===== config.mk =====
export PLATFORM = sky130hd
export DESIGN_NAME = spi_master_tx_flat
export DESIGN_NICKNAME = d
export VERILOG_FILES = /design/src/rtl/spi_master_tx_if.sv /design/src/rtl/spi_master_tx.sv /design/src/flat_wrapper.sv
export SDC_FILE = /design/constraint.sdc
export NUM_CORES = 1
export LEC_CHECK = 0
export BUFFER_PORTS_ARGS = -buffer_cell sky130_fd_sc_hd__buf_2
export CORE_MARGIN = 5
export CORE_UTILIZATION = 40
export CTS_BUF_LIST = sky130_fd_sc_hd__clkbuf_16
export CTS_CLUSTER_SIZE = 24
export DETAILED_ROUTE_END_ITERATION = 12
export PLACE_DENSITY_LB_ADDON = 0.1
export SYNTH_ARGS = -nofsm -noshare
export SYNTH_HDL_FRONTEND = slang
export SYNTH_SLANG_ARGS = --single-unit

===== constraint.sdc =====
create_clock -name clk -period 1.7 [get_ports clk]
set_input_delay 0.085 -clock clk [delete_from_list [all_inputs] [get_ports clk]]
set_output_delay 0.085 -clock clk [all_outputs]
set_load 0.01 [all_outputs]

===== src/rtl/spi_master_tx_if.sv =====
// Byte handshake and SPI pin bundle for spi_master_tx.
// master = byte source / link observer side, slave = the serialiser itself.
interface spi_master_tx_if;
  logic [7:0] tx_data;
  logic       tx_valid;
  logic       tx_ready;
  logic       sck;
  logic       cs;
  logic       mosi;
  logic       done;

  modport master (
    output tx_data, tx_valid,
    input  tx_ready, sck, cs, mosi, done
  );

  modport slave (
    input  tx_data, tx_valid,
    output tx_ready, sck, cs, mosi, done
  );
endinterface


===== src/rtl/spi_master_tx.sv =====
// Mode-0, MSB-first SPI byte serialiser with valid/ready input and a done pulse.
// Optional back-to-back bytes without a cs gap when SPI_MASTER_BURST_EN is defined.
//
// state | meaning
// IDLE  | waiting for a byte, tx_ready high
// LEAD  | cs low, bit 7 on mosi, waiting for the first rising sck
// HIGH  | sck high half-period
// LOW   | sck low half-period between bits
// TRAIL | final low half-period after the last falling sck
// GAP   | cs high recovery before accepting the next byte
module spi_master_tx #(
  parameter int CLK_DIV = 8,
  parameter int CS_GAP  = 4
) (
  input logic           clk,
  input logic           reset,
  spi_master_tx_if.slave bus
);
  localparam int DMAX = (CLK_DIV > CS_GAP) ? CLK_DIV : CS_GAP;
  localparam int DW   = $clog2(DMAX);
  localparam logic [DW-1:0] DIV_TC = DW'(CLK_DIV - 1);
  localparam logic [DW-1:0] GAP_TC = DW'(CS_GAP - 1);
`ifdef SPI_MASTER_BURST_EN
  localparam logic [DW-1:0] PRE_TC = DW'(CLK_DIV - 2);
`endif

  typedef enum logic [2:0] {IDLE, LEAD, HIGH, LOW, TRAIL, GAP} state_t;

  state_t        state_q, state_d;
  logic [7:0]    sr_q, sr_d;
  logic [2:0]    bit_q, bit_d;
  logic [DW-1:0] div_q, div_d;
  logic          sck_q, sck_d;
  logic          cs_q, cs_d;
  logic          mosi_q, mosi_d;
  logic          done_q, done_d;
  logic          tx_ready_q, tx_ready_d;
  logic          load;
  logic          accept;

  assign accept = bus.tx_valid & tx_ready_q;

  always_comb begin
    state_d    = state_q;
    sr_d       = sr_q;
    bit_d      = bit_q;
    div_d      = div_q;
    sck_d      = sck_q;
    cs_d       = cs_q;
    mosi_d     = mosi_q;
    done_d     = 1'b0;
    tx_ready_d = tx_ready_q;
    load       = 1'b0;

    case (state_q)
      IDLE: load = accept;
      LEAD, LOW: begin
        if (div_q == DIV_TC) begin
          sck_d   = 1'b1;
          div_d   = '0;
          state_d = HIGH;
        end else begin
          div_d = div_q + 1'b1;
        end
      end
      HIGH: begin
        if (div_q == DIV_TC) begin
          sck_d = 1'b0;
          div_d = '0;
          if (bit_q == 3'd7) begin
            state_d = TRAIL;
          end else begin
            bit_d   = bit_q + 1'b1;
            sr_d    = sr_q << 1;
            mosi_d  = sr_q[6];
            state_d = LOW;
          end
        end else begin
          div_d = div_q + 1'b1;
        end
      end
      TRAIL: begin
`ifdef SPI_MASTER_BURST_EN
        // ready is registered, so raise it one cycle early to be visible in the last TRAIL cycle
        if (div_q == PRE_TC) tx_ready_d = 1'b1;
`endif
        if (div_q == DIV_TC) begin
          done_d     = 1'b1;
          tx_ready_d = 1'b0;
`ifdef SPI_MASTER_BURST_EN
          load = accept;
`endif
          if (!load) begin
            cs_d    = 1'b1;
            mosi_d  = 1'b0;
            div_d   = '0;
            state_d = GAP;
          end
        end else begin
          div_d = div_q + 1'b1;
        end
      end
      GAP: begin
        if (div_q == GAP_TC) begin
          div_d      = '0;
          tx_ready_d = 1'b1;
          state_d    = IDLE;
        end else begin
          div_d = div_q + 1'b1;
        end
      end
      default: state_d = IDLE;
    endcase

    if (load) begin
      sr_d       = bus.tx_data;
      mosi_d     = bus.tx_data[7];
      cs_d       = 1'b0;
      bit_d      = '0;
      div_d      = '0;
      tx_ready_d = 1'b0;
      state_d    = LEAD;
    end
  end

  always_ff @(posedge clk or posedge reset) begin
    if (reset) begin
      state_q    <= IDLE;
      sr_q       <= '0;
      bit_q      <= '0;
      div_q      <= '0;
      sck_q      <= 1'b0;
      cs_q       <= 1'b1;
      mosi_q     <= 1'b0;
      done_q     <= 1'b0;
      tx_ready_q <= 1'b1;
    end else begin
      state_q    <= state_d;
      sr_q       <= sr_d;
      bit_q      <= bit_d;
      div_q      <= div_d;
      sck_q      <= sck_d;
      cs_q       <= cs_d;
      mosi_q     <= mosi_d;
      done_q     <= done_d;
      tx_ready_q <= tx_ready_d;
    end
  end

  assign bus.tx_ready = tx_ready_q;
  assign bus.sck      = sck_q;
  assign bus.cs       = cs_q;
  assign bus.mosi     = mosi_q;
  assign bus.done     = done_q;
endmodule


===== src/flat_wrapper.sv =====
// flat-port wrapper written by rule: the top's interface ports become plain ports
module spi_master_tx_flat 
#(
  parameter int CLK_DIV = 8,
  parameter int CS_GAP  = 4
)
  (clk, reset, bus_tx_data, bus_tx_valid, bus_tx_ready, bus_sck, bus_cs, bus_mosi, bus_done);
  spi_master_tx_if bus_i ();
  input logic clk;
  input logic reset;
  input wire logic [$bits(bus_i.tx_data)-1:0] bus_tx_data;
  input wire logic [$bits(bus_i.tx_valid)-1:0] bus_tx_valid;
  output wire logic [$bits(bus_i.tx_ready)-1:0] bus_tx_ready;
  output wire logic [$bits(bus_i.sck)-1:0] bus_sck;
  output wire logic [$bits(bus_i.cs)-1:0] bus_cs;
  output wire logic [$bits(bus_i.mosi)-1:0] bus_mosi;
  output wire logic [$bits(bus_i.done)-1:0] bus_done;
  assign bus_i.tx_data = bus_tx_data;
  assign bus_i.tx_valid = bus_tx_valid;
  assign bus_tx_ready = bus_i.tx_ready;
  assign bus_sck = bus_i.sck;
  assign bus_cs = bus_i.cs;
  assign bus_mosi = bus_i.mosi;
  assign bus_done = bus_i.done;
  spi_master_tx #(.CLK_DIV(CLK_DIV), .CS_GAP(CS_GAP)) u_core (.clk(clk), .reset(reset), .bus(bus_i));
endmodule

==> impl_metrics.toml, run 1 <==
[floorplanning]
initial_core_util = 0.4090
row_count = 19
core_area_um2 = 2710
io-pin-count = 16
floorplan.die.width_um = 62.65
die_height_um = 62.65
die_area_um2 = 3924

[worst_hold_path]
hold_end = "u_core.sr_q[0]$_DFFE_PP0P_"
hp-class = "primary input to register"
hp-start = "bus_tx_data[0]"
hold_depth = 2

[logic_synthesis]
synthCells = 105
seq_area_frac_synth = 0.4763
synth_most_common_cell = "dfrtp_1"
synthArstFlopShare = 1.000
avgSynthCellArea_um2 = 10.56
synth_flop_cell = "dfrtp_1"
ys_seq_elements = 21
synth_top_area_cell = "dfrtp_1"
ys_top_cells_by_area = "dfrtp_1 (43%), ha_1 (6.8%), a21oi_1 (5.4%), dfstp_2 (4.7%), a22o_1 (4.7%)"
yosysUniqueCellTypes = 34
synth_edf_count = 0
synth_top_area_frac = 0.4289
syn_area_um2 = 1109
yosys-top-cells-count = "dfrtp_1 (19), a21oi_1 (12), inv_1 (9), nand2_1 (9)"
ys_warn_count = 0
syn_nets = 122

[grt]
grt_max_degree = 22
grt_pass1_wl_um = 3974
grtUsageMet2 = 0.2034
grt_use_total = 0.1212
grt_use_met1 = 0.1616
antenna_found_initial = 0
overflow = 0
first_global_vias = 849
grtUsageMet3 = 0.01799
grt_most_used_layer = "met2"

[power]
power_leakage_nw = 0.7083
p_comb_frac = 0.027
switching_share = 0.1843
pwr-share-clk = 0.479
p_per_area_nw_per_um2 = 726.6
p_seq_frac = 0.494
p_int_mw = 0.8254
ir_drop_mv = 0.4864
power_mw = 1.012
switching_power_mw = 0.1864

[worst_setup_path]
endpoint_kind = "register"
cp.arrival_ps = 1800
cp-startpoint = "u_core.bit_q[1]$_DFFE_PP0P_"
reg2reg_depth = 6
critPathMaxFanout = 6
criticalPathCategory = "register to register"
r2r_end = "u_core.sr_q[0]$_DFFE_PP0P_"
critical_path_required_ps = 1840
r2r_slack_ps = 40
start_kind = "register"
r2r_start = "u_core.bit_q[1]$_DFFE_PP0P_"

[routing]
via_count = 866
drt_first_iter_violations = 18
firstDrtPassIters = 4
routed_wl_um = 2310
ant_nets = 0
via_per_inst = 5.313
drc = 0
wl_per_cell_um = 14.17

[cts]
htreeDepth = 1
clockRootBuffer = "clkbuf_16"
numCtsBuffers = 3
clock_latency_ps = 250
cts_sinks = 21
cts_tree = "yes"
clk_pin_slew_worst_paths_ps = 60
clock_path_buffers = 2

[timing]
rsz0062_at_grt = "true"
clock.fmax_mhz = 603.4
worst_pin_slew_ps = 417.0
hold_violations = 0
final_min_period_over_clock_period = 0.9748
drv_slew = 0
setup_viol_count_final = 0
clock-skew-final_ps = 2.012
fin_crit_ps = 1657
relSlewSlack = 0.7218

[finish]
n_fill_cell = 258
n_antenna_cell = 0
nets = 150
seqCellArea_um2 = 528.0
postLayoutCellArea_um2 = 1393
multiInputGateArea_um2 = 538.0
fin_util = 0.5139
drive_gt1_frac = 0.3409
syn_to_final_growth_pct = 25.62

[place]
place_congestion = 0.8037
io_buffers = 15
placedInstanceArea_um2 = 1267
dpl.hpwl_um = 1673

[outcome]
status = "completed"

[job]
max-cap-violations = 0
==> layout make-up <==
class / count / share of cell area
sequential: 21 / 0.3792
timing repair buffer: 28 / 0.1258
tap: 31 / 0.02785
multi-input combinational: 70 / 0.3863
clock inverter: 1 / 0.002695
inverter: 9 / 0.02426
clock buffer: 3 / 0.05391
==> worst max-delay path by stage <==
stage | end | slack, ps | cells past startpoint
floorplan | u_core.bit_q[1]$_DFFE_PP0P_ | 20 | 6
global placement | u_core.bit_q[1]$_DFFE_PP0P_ | -80 | 6
detailed placement | u_core.sr_q[0]$_DFFE_PP0P_ | -120 | 6
CTS | u_core.sr_q[2]$_DFFE_PP0P_ | 7 | 6
global route | u_core.sr_q[0]$_DFFE_PP0P_ | -30 | 6
finish | u_core.sr_q[0]$_DFFE_PP0P_ | 40 | 6
==> cell families after synthesis <==
kind of cell | synth area share
AO/OA/AOI/OAI | 0.2156
AND/OR/NAND/NOR | 0.1501
flip-flops | 0.4763
buffers and inverters | 0.07110
adder cells (fa/ha/maj) | 0.06772
multiplexers | 0.01919
==> timing repair <==
action | in CTS | in global routing
hold buffers | 1 | 0
setup buffers | 0 | 0
endpoints found under the setup margin | 9 | 11
resized for setup | 2 | 10
endpoints found under the hold margin | 19 | 0
pin swaps | 0 | 5
==> routing by layer <==
metal,wire (µm),vias up
li1,-,436
met1,1101,422
met4,0,0
met2,1154,8
met5,0,-
met3,53,0
==> sequential cells by signal (all words and copies together), names as in the netlist <==
| name | cells |
|---|---|
| u_core.sr_q | 7 |
| u_core.div_q | 3 |
| u_core.state_q | 3 |
| u_core.bit_q | 3 |
| u_core.bus.mosi | 1 |
| u_core.bus.tx_ready | 1 |
| u_core.bus.sck | 1 |
| u_core.bus.cs | 1 |
| u_core.bus.done | 1 |
==> through the flow <==
stage / hold slack (ps) / std cells / setup TNS, ps / setup slack (ps)
2_1_floorplan: 60.05 / 105 / 0 / 24.07
4_1_cts: 57.40 / 163 / 0 / 6.609
6_report: 61.21 / 163 / 0 / 42.82
3_5_place_dp: 133.4 / 158 / -705.8 / -121.4
5_1_grt: 82.25 / 163 / -47.76 / -29.61
3_3_place_gp: 126.9 / 158 / -400.6 / -83.06
==> power groups by stage <==
| stage | clock network, mW | registers, mW | logic [mW] |
|---|---|---|---|
| final | 0.484 | 0.500 | 0.0272 |
| after global routing | 0.529 | 0.500 | 0.0316 |
| after CTS | 0.504 | 0.500 | 0.0282 |
| after detailed placement | 0 | 0.509 | 0.0262 |
| after global placement | 0 | 0.509 | 0.0255 |
| after floorplan | 0 | 0.509 | 0.00914 |
==> worst max-delay path, stage by stage, from the launching register on <==
cell and delay [ps]:
dfrtp_1 380, ha_2 200, ha_4 150, and4bb_2 340
and2_4 220, nor2_8 50, a22o_1 200
==> layout by cell type (no fill, tap or decap) <==
cell / n
dfrtp_1: 19
a22o_1: 6
nand2_1: 8
a31oi_1: 1
o31ai_2: 1
and4bb_2: 1
ha_2: 3
clkbuf_16: 3
nor4bb_1: 1
mux2i_1: 1
a21o_1: 1
nand2b_1: 1
nand4b_1: 1
nand3_1: 1
o22a_1: 1
a311oi_2: 1
mux2_2: 1
ha_4: 1
dfstp_2: 2
nor2_8: 1
o221ai_1: 1
a22oi_1: 2
nand2_2: 1
o21ai_0: 1
o21ai_1: 1
and4b_1: 1
ha_1: 2
nor2_4: 1
inv_1: 10
dlygate4sd3_1: 1
buf_2: 15
o22ai_1: 6
nor2_1: 6
nor2b_1: 1
nand2b_4: 1
o21a_1: 1
and2_4: 1
o31a_1: 1
buf_4: 12
a21oi_1: 12
No activity file was read; power rests on OpenSTA's default activity.
==> inputs of run 2 (changes only) <==
--- a/config.mk
+++ b/config.mk
@@ -12,6 +12,7 @@
 export CTS_CLUSTER_SIZE = 24
 export DETAILED_ROUTE_END_ITERATION = 12
 export PLACE_DENSITY_LB_ADDON = 0.1
+export REMOVE_ABC_BUFFERS = 1
 export SYNTH_ARGS = -nofsm -noshare
 export SYNTH_HDL_FRONTEND = slang
 export SYNTH_SLANG_ARGS = --single-unit
==> impl_metrics.toml, run 2 (same netlist as run 1, synthesis figures left out) <==
[finish]
final_common_cell = "dfrtp_1"
n_fill_cell = 260
postLayoutCellArea_um2 = 1429
drive_gt1_frac = 0.3630
regMostFlops = "u_core.sr_q"
fin_util = 0.5272
largest_register_ff_count = 7
syn_to_final_growth_pct = 28.89
nets = 153
fin_cells = 166
mostFrequentLayoutCells = "dfrtp_1 (19), buf_2 (15), buf_4 (14), a21oi_1 (12), inv_1 (9)"
n_antenna_cell = 0

[grt]
grtUsageMet2 = 0.1982
first_global_vias = 902
grt_most_used_layer = "met2"
grt_use_total = 0.1293
grt_use_met1 = 0.1684
overflow = 0
grt_pass1_wl_um = 4105
grtUsageMet3 = 0.02698
antenna_found_initial = 0
grt_max_degree = 22

[power]
switching_share = 0.1924
ir_drop_mv = 0.7023
p_comb_frac = 0.026
p_seq_frac = 0.488
p_int_mw = 0.8281
power_leakage_nw = 0.7262
pwr-share-clk = 0.486
p_per_area_nw_per_um2 = 717.7
switching_power_mw = 0.1973

[floorplanning]
floorplan.die.width_um = 62.65
core_area_um2 = 2710
die_height_um = 62.65
io-pin-count = 16
row_count = 19
die_area_um2 = 3924
initial_core_util = 0.4090

[cts]
clk_pin_slew_worst_paths_ps = 60
clockRootBuffer = "clkbuf_16"
numCtsBuffers = 3
cts_tree = "yes"
htreeDepth = 1
clock_path_buffers = 2
clock_latency_ps = 250
cts_sinks = 21

[worst_setup_path]
start_kind = "register"
cp_cell_sequence = "ha_2 > ha_4 > and4bb_2 > and2_4 > nor2_8 > a22o_1"
critical_path.top_delay_family = "simple AND/OR/NAND/NOR gates"
cp.arrival_ps = 1800
critical_path_required_ps = 1840
slowest_delay_ps = 380
criticalPathCategory = "register to register"
critPathSlowestCell = "dfrtp_1"
endpoint_kind = "register"
r2r_start = "u_core.bit_q[0]$_DFFE_PP0P_"
critPathBufInv = 0
cp-startpoint = "u_core.bit_q[0]$_DFFE_PP0P_"
critPathMaxFanout = 6

[routing]
via_count = 879
drc = 0
via_per_inst = 5.295
drt_first_iter_violations = 21
ant_nets = 0
routed_wl_um = 2335
firstDrtPassIters = 4
wl_per_cell_um = 14.07

[place]
dpl.hpwl_um = 1655
placed_cells = 159
io_buffers = 15
placedInstanceArea_um2 = 1275
place_congestion = 0.7362

[timing]
clock.fmax_mhz = 602.6
whs_ps = 59.86
worst_pin_slew_ps = 439.0
clock-skew-final_ps = 5.836
rsz0062_at_grt = "true"
hold_violations = 0
setup_viol_count_final = 0
relSlewSlack = 0.7058
fin_crit_ps = 1659
finalSetupTns_ps = 0
final_min_period_over_clock_period = 0.9762
drv_slew = 0

[job]
max-cap-violations = 0

[outcome]
status = "completed"

[worst_hold_path]
hp-class = "primary input to register"
hp-start = "bus_tx_data[0]"
run 2: stage by stage:
step	setup slack [ps]	power (mW)
global placement	-81.67	0.5346
global route	-19.51	1.060
finish	40.51	1.025
detailed placement	-106.3	0.5353
floorplan	-16.49	0.5182
CTS	18.98	1.034
run 2: cell type report:
cell class	count	area (µm²)	area share
clock buffers	3	75.07	0.05254
clock inverters	1	5.005	0.003503
inverters	9	33.78	0.02364
multi-input cells	70	546.8	0.3827
flip-flops and latches	21	528.0	0.3695
well taps	31	38.79	0.02715
repair buffers	31	201.4	0.1410
run 2: power groups by stage:
stage | clock, mW | combinational, mW | sequential, mW
after floorplan | 0 | 0.00914 | 0.509
after global placement | 0 | 0.0256 | 0.509
after detailed placement | 0 | 0.0263 | 0.509
after CTS | 0.506 | 0.0282 | 0.500
after global routing | 0.529 | 0.0316 | 0.500
final | 0.498 | 0.0270 | 0.500
run 2: layer usage:
metal,vias to the layer above,share of wire
li1,439,-
met1,419,0.47
met2,15,0.47
met3,6,0.036
met4,0,0.029
met5,-,0
run 2: final timing paths:
kind | cells past startpoint | slack (ps) | to
hold / removal | 2 | 60 | u_core.sr_q[0]$_DFFE_PP0P_
setup reg to reg | 6 | 40 | u_core.bit_q[2]$_DFFE_PP0P_
max in group asynchronous | 4 | 1030 | u_core.bus.tx_ready$_DFFE_PP1P_
min in group asynchronous | 4 | 400 | u_core.sr_q[4]$_DFFE_PP0P_
setup / recovery | 6 | 40 | u_core.bit_q[2]$_DFFE_PP0P_
hold reg to reg | 1 | 490 | u_core.bus.sck$_DFFE_PP0P_
run 2: timing repair:
item | in CTS | in global routing
gates resized for setup | 3 | 11
pin swaps | 0 | 2
endpoints found under the hold margin | 19 | 0
hold buffers | 1 | 0
setup endpoints to repair | 9 | 10
setup buffers | 0 | 2
==> inputs of run 3 (changes only) <==
--- a/config.mk
+++ b/config.mk
@@ -5,6 +5,7 @@
 export SDC_FILE = /design/constraint.sdc
 export NUM_CORES = 1
 export LEC_CHECK = 0
+export ABC_AREA = 1
 export BUFFER_PORTS_ARGS = -buffer_cell sky130_fd_sc_hd__buf_2
 export CORE_MARGIN = 5
 export CORE_UTILIZATION = 40
==> impl_metrics.toml, run 3 <==
[outcome]
status = "completed"

[routing]
drt_first_iter_violations = 47
drc = 0
ant_nets = 0
via_per_inst = 4.765
routed_wl_um = 2434
wl_per_cell_um = 11.43
via_count = 1015
firstDrtPassIters = 4

[floorplanning]
die_area_um2 = 4299
initial_core_util = 0.4112
core_area_um2 = 3003
floorplan.die.width_um = 65.57
die_height_um = 65.57
row_count = 20
io-pin-count = 16

[worst_setup_path]
slowest_delay_ps = 370
criticalPathCategory = "register to register"
cp.arrival_ps = 1660
critPathMaxFanout = 5
critical_path.top_delay_family = "adder cells"
cp_common_cell = "ha_1"
start_kind = "register"
r2r_slack_ps = 160
endpoint_kind = "register"
critPathSlowestCell = "dfrtp_1"
critPathBufInv = 2
critical_path_required_ps = 1820
cp_cell_sequence = "ha_1 > ha_1 > clkinvlp_4 > buf_4 > o31ai_1 > o21ai_0"

[finish]
syn_to_final_growth_pct = 18.44
fin_cells = 213
final_common_cell = "nand2_1"
n_antenna_cell = 0
drive_gt1_frac = 0.2444
largest_register_ff_count = 7
regMostFlops = "u_core.sr_q"
n_fill_cell = 309
nets = 198
multiInputGateArea_um2 = 633.1
mostFrequentLayoutCells = "nand2_1 (74), dfrtp_1 (19), buf_2 (15), inv_1 (10)"
seqCellArea_um2 = 528.0

[grt]
overflow = 0
grt_pass1_wl_um = 4160
first_global_vias = 930
grt_use_total = 0.1284
grt_max_degree = 22
antenna_found_initial = 0

[place]
placed_cells = 206
dpl.hpwl_um = 1860
place_congestion = 0.8321
io_buffers = 15

[timing]
relSlewSlack = 0.7651
final_min_period_over_clock_period = 0.9034
hold_violations = 0
setup_viol_count_final = 0
drv_slew = 0
clock-skew-final_ps = 1.527
fin_crit_ps = 1536
worst_pin_slew_ps = 348.6
clock.fmax_mhz = 651.1
finalSetupTns_ps = 0
rsz0062_at_grt = "false"

[logic_synthesis]
ys_warn_count = 0
synth_most_common_cell = "nand2_1"
synth_top_area_frac = 0.3850
synth_edf_count = 0
syn_area_um2 = 1235
avgSynthCellArea_um2 = 7.866
seq_area_frac_synth = 0.4276
yosysUniqueCellTypes = 26
synth_flop_cell = "dfrtp_1"
synth_top_area_cell = "dfrtp_1"
ys_top_cells_by_area = "dfrtp_1 (39%), nand2_1 (22%), ha_1 (6.1%), dfstp_2 (4.3%), inv_1 (2.7%)"
synthArstFlopShare = 1.000
ys_seq_elements = 21
synthCells = 157
yosys-top-cells-count = "nand2_1 (74), dfrtp_1 (19), inv_1 (9)"

[cts]
clk_pin_slew_worst_paths_ps = 50
clockRootBuffer = "clkbuf_16"
cts_sinks = 21
numCtsBuffers = 3
clock_latency_ps = 250
clock_path_buffers = 2
htreeDepth = 1
cts_tree = "yes"

[job]
max-cap-violations = 0

[worst_hold_path]
hp-class = "primary input to register"

[power]
power_leakage_nw = 0.8285
ir_drop_mv = 0.9547
p_per_area_nw_per_um2 = 1585
power_mw = 2.318
==> run 3: layout make-up <==
class | instances | share of cell area
multi-input cells | 119 | 0.4328
inverters | 16 | 0.04534
repair buffers | 20 | 0.07870
well taps | 33 | 0.02823
flip-flops and latches | 21 | 0.3610
clock buffers | 3 | 0.05133
clock inverters | 1 | 0.002566
==> run 3: metal layers <==
metal / global-route usage / wire length [µm]
met1: 0.1661 / 1209
met5: 0 / 0
met3: 0.04274 / 95
met2: 0.2023 / 1110
met4: 0.03886 / 19
==> run 3: kinds of logic after synthesis <==
family,share of synthesized area
simple gates,0.3911
flops,0.4276
buf+inv,0.05978
compound gates,0.05268
fa+ha+maj,0.06079
mux,0.008106
==> run 3: power breakdown <==
group          internal, mW  switching, mW  total, mW  leakage (nW)
sequential            0.707          0.158      0.865         0.269
combinational         0.377          0.591      0.968         0.518
clock                 0.313          0.172      0.485        0.0423
total                  1.40          0.921       2.32         0.829
==> run 3: path summary, 6_finish.rpt <==
kind                                                  start                          to  depth (start not counted)
min in group asynchronous                             reset  u_core.sr_q[0]$_DFFE_PP0P_                          4
worst min-delay path                         bus_tx_data[0]  u_core.sr_q[0]$_DFFE_PP0P_                          3
worst max register to register  u_core.div_q[0]$_DFFE_PP0P_  u_core.bus.sck$_DFFE_PP0P_                          6
worst min register to register   u_core.sr_q[1]$_DFFE_PP0P_  u_core.sr_q[1]$_DFFE_PP0P_                          2
max in group asynchronous                             reset   u_core.bus.cs$_DFFE_PP1P_                          4
worst max-delay path            u_core.div_q[0]$_DFFE_PP0P_  u_core.bus.sck$_DFFE_PP0P_                          6
==> run 3: stage by stage <==
stage	instance area [µm²]	utilization	hold WS (ps)	setup WS (ps)
3_5_place_dp	1355	0.4513	129.1	111.7
6_report	1463	0.4871	40.84	164.2
2_1_floorplan	1224	-	60.05	268.1
5_1_grt	1463	0.4871	45.44	24.79
3_3_place_gp	1355	0.4513	128.1	165.3
4_1_cts	1444	0.4808	40.15	103.3
==> run 3: worst reg2reg max path, cell delays in order (launching register included) <==
cell	delay [ps]
dfrtp_1	370
ha_1	200
ha_1	240
clkinvlp_4	150
buf_4	160
o31ai_1	170
o21ai_0	120
==> run 3: repair_timing <==
| action | in CTS | in global routing |
|---|---|---|
| hold endpoints to repair | 19 | 0 |
| resized for setup | 0 | 1 |
| setup endpoints to repair | 0 | 4 |
| hold buffers | 1 | 0 |
| setup buffers | 0 | 2 |
